--- src/rtl/bip_instr_sequencer_pkg.sv ---
// Shared definitions for the BIP instruction sequencer: opcodes, FSM states
// and the helper that says which instructions need a RAM read phase.
package bip_instr_sequencer_pkg;

    localparam int OPC_LEN = 5;

    localparam logic [OPC_LEN-1:0] OP_HLT  = 5'b00000;
    localparam logic [OPC_LEN-1:0] OP_STO  = 5'b00001;
    localparam logic [OPC_LEN-1:0] OP_LD   = 5'b00010;
    localparam logic [OPC_LEN-1:0] OP_LDI  = 5'b00011;
    localparam logic [OPC_LEN-1:0] OP_ADD  = 5'b00100;
    localparam logic [OPC_LEN-1:0] OP_ADDI = 5'b00101;
    localparam logic [OPC_LEN-1:0] OP_SUB  = 5'b00110;
    localparam logic [OPC_LEN-1:0] OP_SUBI = 5'b00111;

    typedef enum logic [2:0] {
        IDLE,
        FETCH,
        DECODE,
        MEM,
        EXEC,
        HALT
    } seqState_t;

    // LD/ADD/SUB take their operand from data RAM and need the MEM phase
    function automatic logic needsRamRead(input logic [OPC_LEN-1:0] opc);
        return (opc == OP_LD) || (opc == OP_ADD) || (opc == OP_SUB);
    endfunction

endpackage

--- src/rtl/bip_instr_sequencer_cycle_counter.sv ---
// Saturating run-cycle counter with synchronous clear.
module bip_instr_sequencer_cycle_counter #(
    parameter int CNT_W = 32
) (
    input  logic             clk,
    input  logic             rst,
    input  logic             enable,
    input  logic             clear,
    output logic [CNT_W-1:0] count
);

    // Count enabled cycles, stick at all-ones, clear on reset or restart
    always_ff @(posedge clk) begin
        if (rst || clear) begin
            count <= '0;
        end else if (enable && (count != '1)) begin
            count <= count + CNT_W'(1);
        end
    end

endmodule

--- src/rtl/bip_instr_sequencer.sv ---
// Fetch/sequence controller for the BIP accumulator processor. Walks the
// program counter through program memory, latches instructions and emits
// one-cycle MEM/EXEC phase strobes for Control_Block.
module bip_instr_sequencer
    import bip_instr_sequencer_pkg::*;
#(
    parameter int PC_W  = 11,
    parameter int OPC_W = 5,
    parameter int OPD_W = 11,
    parameter int CNT_W = 32
) (
    input  logic                   clk,
    input  logic                   rst,
    input  logic                   start,
    output logic [PC_W-1:0]        pm_addr,
    output logic                   pm_rd,
    input  logic [OPC_W+OPD_W-1:0] pm_data,
    output logic [OPC_W-1:0]       OpCode,
    output logic [OPD_W-1:0]       Operand,
    output logic                   mem_phase,
    output logic                   exec_en,
    output logic                   busy,
    output logic                   halted,
    output logic                   illegal_op,
    output logic                   pc_overflow,
    output logic [CNT_W-1:0]       clk_count
);

    seqState_t               state;
    logic [PC_W-1:0]         pc;
    logic [OPC_W+OPD_W-1:0]  ir;
    logic [OPC_W-1:0]        decOpc;
    logic                    restart;

    assign decOpc  = pm_data[OPC_W+OPD_W-1 -: OPC_W];
    assign restart = (state == HALT) && start;

    assign pm_addr = pc;
    assign OpCode  = ir[OPC_W+OPD_W-1 -: OPC_W];
    assign Operand = ir[OPD_W-1:0];

    bip_instr_sequencer_cycle_counter #(
        .CNT_W(CNT_W)
    ) cycleCounter (
        .clk   (clk),
        .rst   (rst),
        .enable(busy),
        .clear (restart),
        .count (clk_count)
    );

    // Sequencer FSM; outputs are registered against the state being entered
    always_ff @(posedge clk) begin
        if (rst) begin
            state       <= IDLE;
            pc          <= '0;
            ir          <= '0;
            pm_rd       <= 1'b0;
            mem_phase   <= 1'b0;
            exec_en     <= 1'b0;
            busy        <= 1'b0;
            halted      <= 1'b0;
            illegal_op  <= 1'b0;
            pc_overflow <= 1'b0;
        end else begin
            pm_rd     <= 1'b0;
            mem_phase <= 1'b0;
            exec_en   <= 1'b0;
            case (state)
                IDLE: begin
                    if (start) begin
                        state <= FETCH;
                        pm_rd <= 1'b1;
                        busy  <= 1'b1;
                    end
                end
                FETCH: begin
                    state <= DECODE;
                end
                DECODE: begin
                    ir <= pm_data;
                    if (decOpc == OP_HLT) begin
                        state  <= HALT;
                        busy   <= 1'b0;
                        halted <= 1'b1;
                    end else if (decOpc > OP_SUBI) begin
                        state      <= HALT;
                        busy       <= 1'b0;
                        halted     <= 1'b1;
                        illegal_op <= 1'b1;
                    end else if (needsRamRead(decOpc)) begin
                        state     <= MEM;
                        mem_phase <= 1'b1;
                    end else begin
                        state   <= EXEC;
                        exec_en <= 1'b1;
                    end
                end
                MEM: begin
                    state   <= EXEC;
                    exec_en <= 1'b1;
                end
                EXEC: begin
                    if (pc == '1) begin
                        state       <= HALT;
                        busy        <= 1'b0;
                        halted      <= 1'b1;
                        pc_overflow <= 1'b1;
                    end else begin
                        pc    <= pc + PC_W'(1);
                        state <= FETCH;
                        pm_rd <= 1'b1;
                    end
                end
                HALT: begin
                    if (start) begin
                        state       <= FETCH;
                        pc          <= '0;
                        pm_rd       <= 1'b1;
                        busy        <= 1'b1;
                        halted      <= 1'b0;
                        illegal_op  <= 1'b0;
                        pc_overflow <= 1'b0;
                    end
                end
                default: begin
                    state <= IDLE;
                end
            endcase
        end
    end

endmodule

--- config.mk ---
export PLATFORM = sky130hd
export DESIGN_NAME = bip_instr_sequencer
export DESIGN_NICKNAME = d
export VERILOG_FILES = /design/src/rtl/bip_instr_sequencer_pkg.sv /design/src/rtl/bip_instr_sequencer_cycle_counter.sv /design/src/rtl/bip_instr_sequencer.sv
export SDC_FILE = /design/constraint.sdc
export NUM_CORES = 1
export LEC_CHECK = 0
export CAP_MARGIN = 20
export CORE_ASPECT_RATIO = 0.5
export CORE_MARGIN = 2
export CORE_UTILIZATION = 48
export DETAILED_ROUTE_END_ITERATION = 6
export PLACE_DENSITY = 0.75
export REMOVE_ABC_BUFFERS = 1
export SLEW_MARGIN = 30
export SYNTH_ARGS = -nofsm -noshare
export SYNTH_HDL_FRONTEND = slang
export SYNTH_SLANG_ARGS = --single-unit
--- constraint.sdc ---
create_clock -name clk -period 2.71 [get_ports clk]
set_input_delay 0.4065 -clock clk [delete_from_list [all_inputs] [get_ports clk]]
set_output_delay 0.4065 -clock clk [all_outputs]
set_load 0.005 [all_outputs]
* Word level (Yosys, flattened, before mapping) *
Index checks and enable logic that the tools add are counted.

word-level totals
  flip-flop bits (word level) = 69
  input bits = 19
  word-level logic and storage cells = 80
  output and inout bits = 66

cells by class
  bitwise operators = 1
  muxes and demuxes = 30
  eq/ne operators = 17
  add/subtract/negate cells = 2
  reductions and logical operators = 18
  magnitude comparators = 1

operators by type and width
  cell                   number
  $add 32x1->32 const B  1
  $ne 32x32->1 const B   1
  $mux 11                2
  $pmux 11 s2            1
  $mux 1                 15
  $mux 3                 5
  $pmux 3 s5             1
  $reduce_and 4->1       3
  $add 11x1->11 const B  1
  $eq 11x11->1 const B   1
  $eq 5x3->1 const B     2
  $ne 2x2->1 const B     5
  $pmux 1 s2             4
  $eq 3x2->1 const B     2
  $eq 3x3->1 const B     2
  $pmux 1 s3             2
  $reduce_and 3->1       2
  $reduce_bool 3->1      2
  $eq 5x2->1 const B     1
  $gt 5x3->1 const B     1
  $logic_not 5->1        1
  $reduce_bool 2->1      2
  $reduce_or 4->1        1
  $eq 3x1->1 const B     1
  other kinds (7)        10

* Logic depth before layout (Yosys ltp) *
  word-level depth = 7
  mapped depth = 7
  mapped depth without buffers = 6

* Modules after synthesis *
From an unflattened synthesis, not the netlist that was laid out.

unflattened totals
  cells, all modules = 388
  area total of the unflattened synthesis = 3,340.7 um^2

by module, submodules not included
  module                             sequential area each (um^2)  cells an instance  times used  area each (um^2)
  bip_instr_sequencer_cycle_counter  640.6                        194                1           1,722.9
  bip_instr_sequencer                740.7                        194                1           1,617.8

* Least setup slack after synthesis *
OpenSTA, ideal clock, no wires.

  kind = flip-flop to flip-flop
  start = register cycleCounter.count[2]
  end = register cycleCounter.count[11]
  path buffers = 1
  arrival = 1,833 ps
  clock period less this slack = 1,949 ps
  setup time = 116 ps
  setup slack = 761 ps
  data required time = 2,594 ps
  cell stages (with the launch flop) = 7
  path through = dfxtp_1 -> nand3_1 -> or4_1 -> buf_2 -> a31oi_2 -> a31oi_1 -> a41o_2

between the ends
  cells in the longest elaborated chain, start to end = 2
  elaborated cells between the ends (all ways) = 3
  those cells by class = 1 x add/sub; 1 x eq/ne; 1 x reduce/logical

RTL lines
  item                                                                   RTL line                                 source
  from (decl)                                                            bip_instr_sequencer_cycle_counter.sv:9   output logic [CNT_W-1:0] count
  from (signal assigned)                                                 bip_instr_sequencer_cycle_counter.sv:17  count <= count + CNT_W'(1);
  parallel branches: the longest is 2 deep, another holds $add 32x1->32  --

Parallel ways; which one is timed is not known.
A chain may end at the register's enable or synchronous reset.

* Worst setup path in the final report *
Ends and elaborated chain as after synthesis.

==> impl_metrics.json <==
{
  "grt-ovfl-total": 0,
  "p_seq_share_pct": 44.8,
  "required_ns": 2.94,
  "fin_area_um2": 4380,
  "wl_met1_um": 3490,
  "grt_max_degree": 30,
  "worstSetupPathType": "reg -> reg",
  "yosysMostFrequentCell": "dfxtp_1",
  "muxShareOfSynthArea_pct": 0.315,
  "synth_area_um2": 3170,
  "final_nets": 483,
  "via_per_inst": 5.60,
  "dr_wl_met2_um": 4080,
  "tightest_slew_ns": 0.691,
  "htreeDepth": 3,
  "top_layer": "met4",
  "hold_viol": 0,
  "cp-end-kind": "register",
  "start_util_pct": 50.9,
  "post-route-period-util_pct": 83.8,
  "cts_hold_buf": 0,
  "outcome": "completed",
  "clock.fmax_ghz": 0.441,
  "io_pins": 85,
  "place_area_um2": 4090,
  "synthTopCellsByArea": "dfxtp_1, nand2_1, a21oi_1, nor2_1, xnor2_1",
  "fillers": 498,
  "ys_async_sr_fraction_pct": 0,
  "grt_pass1_wl_um": 13400,
  "wl_met3_um": 432,
  "yosys_warnings": 0,
  "synth-main-ff-cell": "dfxtp_1",
  "p_switching_mw": 0.504,
  "drive_above_1_share_pct": 8.99,
  "slew_headroom_pct": 53.9,
  "antenna_cells": 0,
  "comb_power_share_pct": 6.3,
  "gp_congestion": 0.812,
  "ys_seq_area_share_pct": 43.5,
  "crit_buf_inv": 0,
  "dpl.hpwl_um": 5580,
  "yosys.area_share.simple_pct": 26.2,
  "synth_edf_count": 0,
  "cts_tree": "yes",
  "synth_top_area_share_pct": 43.5,
  "min_period_ns": 2.27,
  "crit_slowest_cell": "or4_1",
  "switching_share_pct": 21.4,
  "maxCapViolations": 0,
  "syn2layout_area_growth_pct": 37.9,
  "rsz0062_at_grt": "false",
  "cts-buffers-inserted": 9,
  "yosysUniqueCellTypes": 43,
  "grt_pass1_vias": 2941,
  "core_um2": 6230,
  "synth_xor_area_share_pct": 6.90,
  "register_area_um2": 1380,
  "place_inst": 539,
  "wl_um": 8120,
  "syn_inst": 379,
  "peakVddDrop_uv": 373,
  "clk_latency_ns": 0.34,
  "first_pass_iters": 4,
  "wl_per_cell_um": 14.6,
  "cts_setup_buffers": 0,
  "critPathLaunchType": "register",
  "multiInputGateArea_um2": 1680,
  "synth.top_cells.by_count": "dfxtp_1, nand2_1, nor2_1, a21oi_1, xnor2_1",
  "drv_slew": 0,
  "synthAdderAreaFrac_pct": 0.789,
  "synth-compound-area-share_pct": 18.7,
  "antenna_found_initial": 0,
  "synth_top_family_by_area": "simple AND/OR/NAND/NOR gates",
  "p_leak_nw": 1.45,
  "hold_class": "reg -> reg",
  "max_stage_delay_ns": 0.78,
  "port_buffers": 84,
  "vias": 3106,
  "drc": 0,
  "ys_ff_latch": 69,
  "fin_cells": 555,
  "num_rows": 20,
  "crit_family": "simple AND/OR/NAND/NOR gates",
  "fin_tns_setup_ns": 0,
  "fp.dieW_um": 119,
  "finalSetupViolations": 0,
  "p_per_area_nw_per_um2": 538,
  "fp.dieArea_um2": 7320,
  "clockRootBuffer": "clkbuf_16",
  "cp_max_fo": 9,
  "cp_cell_sequence": "nand3_1 -> or4_1 -> a31oi_2 -> a31oi_1 -> a41o_2",
  "ant_nets": 0,
  "postSynthAreaPerCell_um2": 8.37,
  "cp.arrival_ns": 2.50,
  "ctsResizeCount": 0,
  "p_clk_share_pct": 48.9,
  "die_h_um": 61.5,
  "skew_ns": 0.00518,
  "cts_buffer_depth": 2,
  "grt_use_total_pct": 23.5,
  "p_int_mw": 1.85,
  "path_clk_slew_ns": 0.05,
  "clock-sinks": 69,
  "drt_iter0_drc": 175,
  "synth_top_area_cell": "dfxtp_1"
}
==> stage by stage <==
stage,hold slack (ns),util [%],power [mW],worst slack [ns]
4_1_cts,0.457,70.2,2.37,0.465
6_report,0.456,70.2,2.35,0.440
3_5_place_dp,0.449,65.6,1.22,0.478
3_3_place_gp,0.441,65.6,1.22,0.564
2_1_floorplan,0.447,-,1.13,0.566
5_1_grt,0.469,70.2,2.44,0.338
==> worst paths after layout <==
check	endpoint	depth (start not counted)	slack, ns	start
worst max-delay path	cycleCounter.count[11]$_SDFFE_PP0P_	5	0.44	cycleCounter.count[2]$_SDFFE_PP0P_
worst min-delay path	ir[7]$_SDFFE_PP0N_	2	0.46	ir[7]$_SDFFE_PP0N_
worst max register to register	cycleCounter.count[11]$_SDFFE_PP0P_	5	0.44	cycleCounter.count[2]$_SDFFE_PP0P_
worst min register to register	ir[7]$_SDFFE_PP0N_	2	0.46	ir[7]$_SDFFE_PP0N_
==> registers in the layout, summed over array words and instances, names as in the netlist <==
signal and count:
busy 1, cycleCounter.count 32, exec_en 1, halted 1, illegal_op 1, ir 16, mem_phase 1, pc_overflow 1
pm_addr 11, pm_rd 1, state 3
==> final cells by class <==
cell class | count | share of cell area [%]
Clock buffer | 15 | 5.89
Clock inverter | 1 | 0.686
Inverter | 6 | 0.515
Multi-Input combinational cell | 285 | 38.4
Sequential cell | 69 | 31.6
Tap cell | 88 | 2.52
Timing Repair Buffer | 91 | 20.4
==> per-layer routing <==
metal,up-vias,track usage (%)
li1,1524,-
met2,83,43.0
met1,1483,25.9
met4,0,9.86
met3,16,8.61
met5,-,0
==> tightest hold or removal path, delay by kind of cell, from the launching register on <==
family	cells	cell delay [ns]
AO/OA/AOI/OAI	1	0.05
flip-flops	1	0.31
AND/OR/NAND/NOR	1	0.05
==> power groups by stage <==
stage	Clock, mW	Combinational (mW)	Sequential, mW
after floorplan	0	0.0582	1.07
after global placement	0	0.145	1.07
after detailed placement	0	0.148	1.08
after CTS	1.16	0.150	1.05
after global routing	1.22	0.164	1.06
final	1.15	0.149	1.05
==> cell families after synthesis <==
logic type	count (synthesis)
AND/OR/NAND/NOR	168
AO/OA/AOI/OAI	89
flip-flops	69
XOR/XNOR	25
buffers and inverters	25
adder cells (fa/ha/maj)	2
multiplexers	1
==> placed cells by master (no fill, tap or decap), types with 9 or more instances in the layout <==
| master | n |
|---|---|
| nand3_1 | 14 |
| clkbuf_16 | 9 |
| nand2_1 | 56 |
| dfxtp_1 | 69 |
| clkdlybuf4s50_1 | 84 |
| xnor2_1 | 19 |
| nor2_1 | 44 |
| o21ai_0 | 12 |
| a21oi_1 | 39 |
| nor3_1 | 10 |
Note: power is estimated with default switching activity, not from simulation.
==> RTL edit 1: new RTL, same settings <==
The parameter `OPD_W` goes from 11 to 22.
--- a/src/rtl/bip_instr_sequencer.sv
+++ b/src/rtl/bip_instr_sequencer.sv
@@ -6,7 +6,7 @@
 #(
     parameter int PC_W  = 11,
     parameter int OPC_W = 5,
-    parameter int OPD_W = 11,
+    parameter int OPD_W = 22,
     parameter int CNT_W = 32
 ) (
     input  logic                   clk,
Interface: changed (resized Operand and pm_data); port bits go from 85 to 107. The function was not compared with the original's and may differ.
==> RTL edit 1 against the unedited design <==
Final area rose by 13%; critical path depth is the same; wire length grew 7.3%; total power up 11%; setup slack worse by 22 ps; die area is 11% higher; synthesized area is 11% higher; combinational power grew 40%; sequential cell count rose by 11.
==> RTL edit 1: results (changes against the unedited design) <==
| Metric | Value |
|---|---|
| Xor-xnor portion of the synthesized cell area | 3.23% (-3.7 points) |
| Multiplexer area fraction after synthesis | 0.284% (-0.031 points) |
| Compound-cell area share of the yosys netlist | 18.2% (-0.55 points) |
| Placed insts | 616 (+14%) |
| Layout Cells excl Fill | 631 (+14%) |
| FF-to-FF End | cycleCounter.count[29]$_SDFFE_PP0P_ |
| VDD IR-drop max | 0.394 mV (+5.7%) |
| Share of layout cells above drive strength 1 | 5.98% (-3.0 points) |
| Seq/Total Area, Yosys | 45.4% (+1.9 points) |
| Post-synthesis cell count | 435 (+15%) |
| Vias in the first global route | 3134 (+6.6%) |
| Top cells by area, synth | dfxtp_1, a21oi_1, nand2_1 |
| Max stage delay on crit path | 520 ps (-260 ps) |
| Reg2reg start | cycleCounter.count[10]$_SDFFE_PP0P_ |
| Vias per cell | 5.40 (-3.6%) |
| P_leak | 1.59 nW (+9.5%) |
| Area after DPL | 0.00465 mm² (+14%) |
| Synth Area in Adders | 0.710% (-0.079 points) |
| Hold Path End | ir[16]$_SDFFE_PP0N_ |
| Critical Path AT | 2560 ps (+60 ps) |
| CTS max path bufs | 2 (unchanged) |
| CP max FO | 15 (+6) |
| Skew final | 7.01 ps (+1.83 ps) |
| First-pass GRT wire length | 14.6 mm (+9.0%) |
| Status | completed |
| Commonest cells post-synth | dfxtp_1, nand2_1, a21oi_1 |
| Hold Startpoint | ir[16]$_SDFFE_PP0N_ |
| Hold/Removal Path Class | reg -> reg |
| Drt first-iter violations | 155 (-11%) |
| Relative slew margins | 54.6% (+0.72 points) |
| Port Buffer Count | 106 (+26%) |
| Drt wl/cell | 13.8 µm (-5.6%) |
| Tot GR Track Use | 22.0% (-1.5 points) |
## RTL edit 1: per-stage QoR
step | setup WS [ps] | hold slack, ps
after floorplan | -127 | 447
after global placement | 485 | 441
after detailed placement | 457 | 447
after CTS | 437 | 453
after global routing | 262 | 472
final | 418 | 450
## RTL edit 1: worst max path at each step
stage / end / from / depth (start not counted)
2_1_floorplan: busy$_SDFFE_PP0P_ / state[1]$_SDFFE_PP0N_ / 5
3_3_place_gp: busy$_SDFFE_PP0P_ / pm_data[22] / 5
3_5_place_dp: cycleCounter.count[29]$_SDFFE_PP0P_ / cycleCounter.count[10]$_SDFFE_PP0P_ / 5
4_1_cts: cycleCounter.count[29]$_SDFFE_PP0P_ / cycleCounter.count[10]$_SDFFE_PP0P_ / 5
5_1_grt: cycleCounter.count[1]$_SDFFE_PP0P_ / cycleCounter.count[17]$_SDFFE_PP0P_ / 5
6_report: cycleCounter.count[29]$_SDFFE_PP0P_ / cycleCounter.count[10]$_SDFFE_PP0P_ / 5
## RTL edit 1: critical path, delay by kind of cell (launching register included)
kind               cells  cell delay (ps)
and+or+nand+nor        3             1180
AOI/OAI and AO/OA      2              620
DFF                    1              420
## RTL edit 1: cells by family after synthesis
family | after synthesis
compound gates | 109
fa+ha+maj | 2
flops | 80
simple gates | 194
mux | 1
buf+inv | 36
xor+xnor | 13
## RTL edit 1: power breakdown
part	total (mW)	switching, mW	internal, mW
Clock	1.17	0.455	0.714
Combinational	0.209	0.0948	0.114
Sequential	1.23	0.0264	1.20
Total	2.61	0.576	2.03
## RTL edit 1: per-layer routing
layer	track usage (%)	part of all wire (%)	vias up
met5	0	0	-
met1	27.7	47	1565
met3	8.84	6.9	6
met4	5.56	0.60	0
li1	-	-	1749
met2	35.7	46	85
## RTL edit 1: layout make-up
class | instances | area, µm²
multi-input combinational | 319 | 1790
fill | 595 | 2270
clock inverter | 2 | 12.5
sequential | 80 | 1600
tap | 96 | 120
clock buffer | 13 | 280
inverter | 8 | 30.0
timing repair buffer | 113 | 1110
==> RTL edit 2: new RTL, same flow settings <==
Made on the original files. Encoding of `seqState_t`: now one-hot (6 bits for 6 states).
--- a/src/rtl/bip_instr_sequencer_pkg.sv
+++ b/src/rtl/bip_instr_sequencer_pkg.sv
@@ -13,13 +13,13 @@
     localparam logic [OPC_LEN-1:0] OP_SUB  = 5'b00110;
     localparam logic [OPC_LEN-1:0] OP_SUBI = 5'b00111;
 
-    typedef enum logic [2:0] {
-        IDLE,
-        FETCH,
-        DECODE,
-        MEM,
-        EXEC,
-        HALT
+    typedef enum logic [5:0] {
+        IDLE   = 6'b000001,
+        FETCH  = 6'b000010,
+        DECODE = 6'b000100,
+        MEM    = 6'b001000,
+        EXEC   = 6'b010000,
+        HALT   = 6'b100000
     } seqState_t;
 
     // LD/ADD/SUB take their operand from data RAM and need the MEM phase
Behaviour: same outputs for any inputs over 10 cycles, from zero or initial values and one cycle with rst high; not proved beyond that.
==> RTL edit 2 against the unedited design <==
Synthesized area increased by 1.9%; sequential cell count increased by 3; total power decreased by 4.9%; non-clock buffer count increased by 6; final area increased by 2.2%; wire length decreased by 0.90%; setup slack improved by 1.6 ps; critical path type unchanged; largest power group is now registers.
==> RTL edit 2: results (changes against the unedited design) <==
| Metric | Value |
|---|---|
| Cts repair resizes | 0 (unchanged) |
| WL final | 8.04 mm (-0.90%) |
| Drt wl/cell | 13.9 µm (-4.7%) |
| Met1 global-route usage | 25.8% (-0.15 points) |
| Cell variety after synth | 53 (+23%) |
| Largest net degree at the start of global routing | 26 (-13%) |
| Nets | 501 (+3.7%) |
| P_leak | 1.49 nW (+2.5%) |
| VDD IR-drop max | 0.375 mV (+0.64%) |
| Postcts setup bufs | 0 (unchanged) |
| Share of layout cells above drive strength 1 | 8.87% (-0.13 points) |
| Post-synthesis cell count | 391 (+3.2%) |
| Tot GR Track Use | 21.8% (-1.7 points) |
| DR vias | 3148 (+1.4%) |
| Slew @ Worst Pin | 678 ps (-12.7 ps) |
| Seq/Total Area, Yosys | 44.6% (+1.1 points) |
| Skew final | 4.60 ps (-0.582 ps) |
| Placed insts | 561 (+4.1%) |
| Routing usage on met2 | 37.8% (-5.2 points) |
| Status | completed |
| Vias in the first global route | 2725 (-7.3%) |
| Dpl hpwl | 5.70 mm (+2.3%) |
| First-pass GRT wire length | 12.7 mm (-5.4%) |
| Top cells by area, synth | dfxtp_1, nand2_1, a21oi_1 |
| Top_reg_cell synth | dfxtp_1 |
| Clock-pin transition on the worst setup and hold timing paths | 50 ps (about the same) |
| Synth Area in Adders | 0.774% (-0.014 points) |
| Xor-xnor portion of the synthesized cell area | 4.34% (-2.6 points) |
| CP max FO | 6 (-3) |
| Drt first-iter violations | 146 (-17%) |
| N_diodes | 0 (unchanged) |
| Commonest cells post-synth | dfxtp_1, nand2_1, nor2_1 |
| Multiplexer area fraction after synthesis | 0.658% (+0.34 points) |
| Synth top area share | 44.6% (+1.1 points) |
| Routability cong. | 0.893 (+10%) |
| GR Layer Usage met3 | 9.67% (+1.1 points) |
| Compound-cell area share of the yosys netlist | 16.4% (-2.3 points) |
## RTL edit 2: worst max-delay path: stages (launching register included)
cell      delay [ps]
dfxtp_1          400
ha_1             240
and4_1           260
nand3_1          220
a311oi_1         650
a31oi_1          180
a41o_1           220
## RTL edit 2: area by class of cell
cell class | count | area (µm²)
Timing Repair Buffer | 97 | 938
Clock inverter | 4 | 20.0
Sequential cell | 72 | 1440
Tap cell | 92 | 115
Inverter | 7 | 26.3
Clock buffer | 12 | 246
Multi-Input combinational cell | 293 | 1680
Fill cell | 562 | 2120
## RTL edit 2: cell families after synthesis
logic type,Yosys count
xor+xnor,16
simple gates,191
buf+inv,26
fa+ha+maj,2
mux,2
flops,72
compound gates,82
## RTL edit 2: routing by layer
layer  share of wire [%]  routed length (µm)
met1                  46                3700
met2                  47                3770
met3                 6.3                 503
met4                0.81                  65
met5                   0                   0
## RTL edit 2: stage by stage
stage	setup WS [ps]	hold WS (ps)	area [µm²]	total power [mW]	utilization [%]
final	442	452	4470	2.24	67.8
after global placement	539	439	4210	1.20	63.8
after detailed placement	473	447	4210	1.21	63.8
after global routing	227	474	4470	2.31	67.8
after CTS	458	457	4470	2.26	67.8
after floorplan	570	442	3150	1.14	-
## RTL edit 2: final timing paths
path                                           start                                  end  slack, ps  depth (start not counted)
setup reg to reg  cycleCounter.count[0]$_SDFFE_PP0P_  cycleCounter.count[12]$_SDFFE_PP0P_        440                          6
setup / recovery  cycleCounter.count[0]$_SDFFE_PP0P_  cycleCounter.count[12]$_SDFFE_PP0P_        440                          6
hold reg to reg                  halted$_SDFFE_PP0P_                  halted$_SDFFE_PP0P_        450                          2
hold / removal                   halted$_SDFFE_PP0P_                  halted$_SDFFE_PP0P_        450                          2
## RTL edit 2: power breakdown
| part | switching [mW] | internal [mW] |
|---|---|---|
| Sequential | 0.0118 | 1.07 |
| Combinational | 0.0480 | 0.0559 |
| Clock | 0.419 | 0.637 |
| Total | 0.479 | 1.76 |
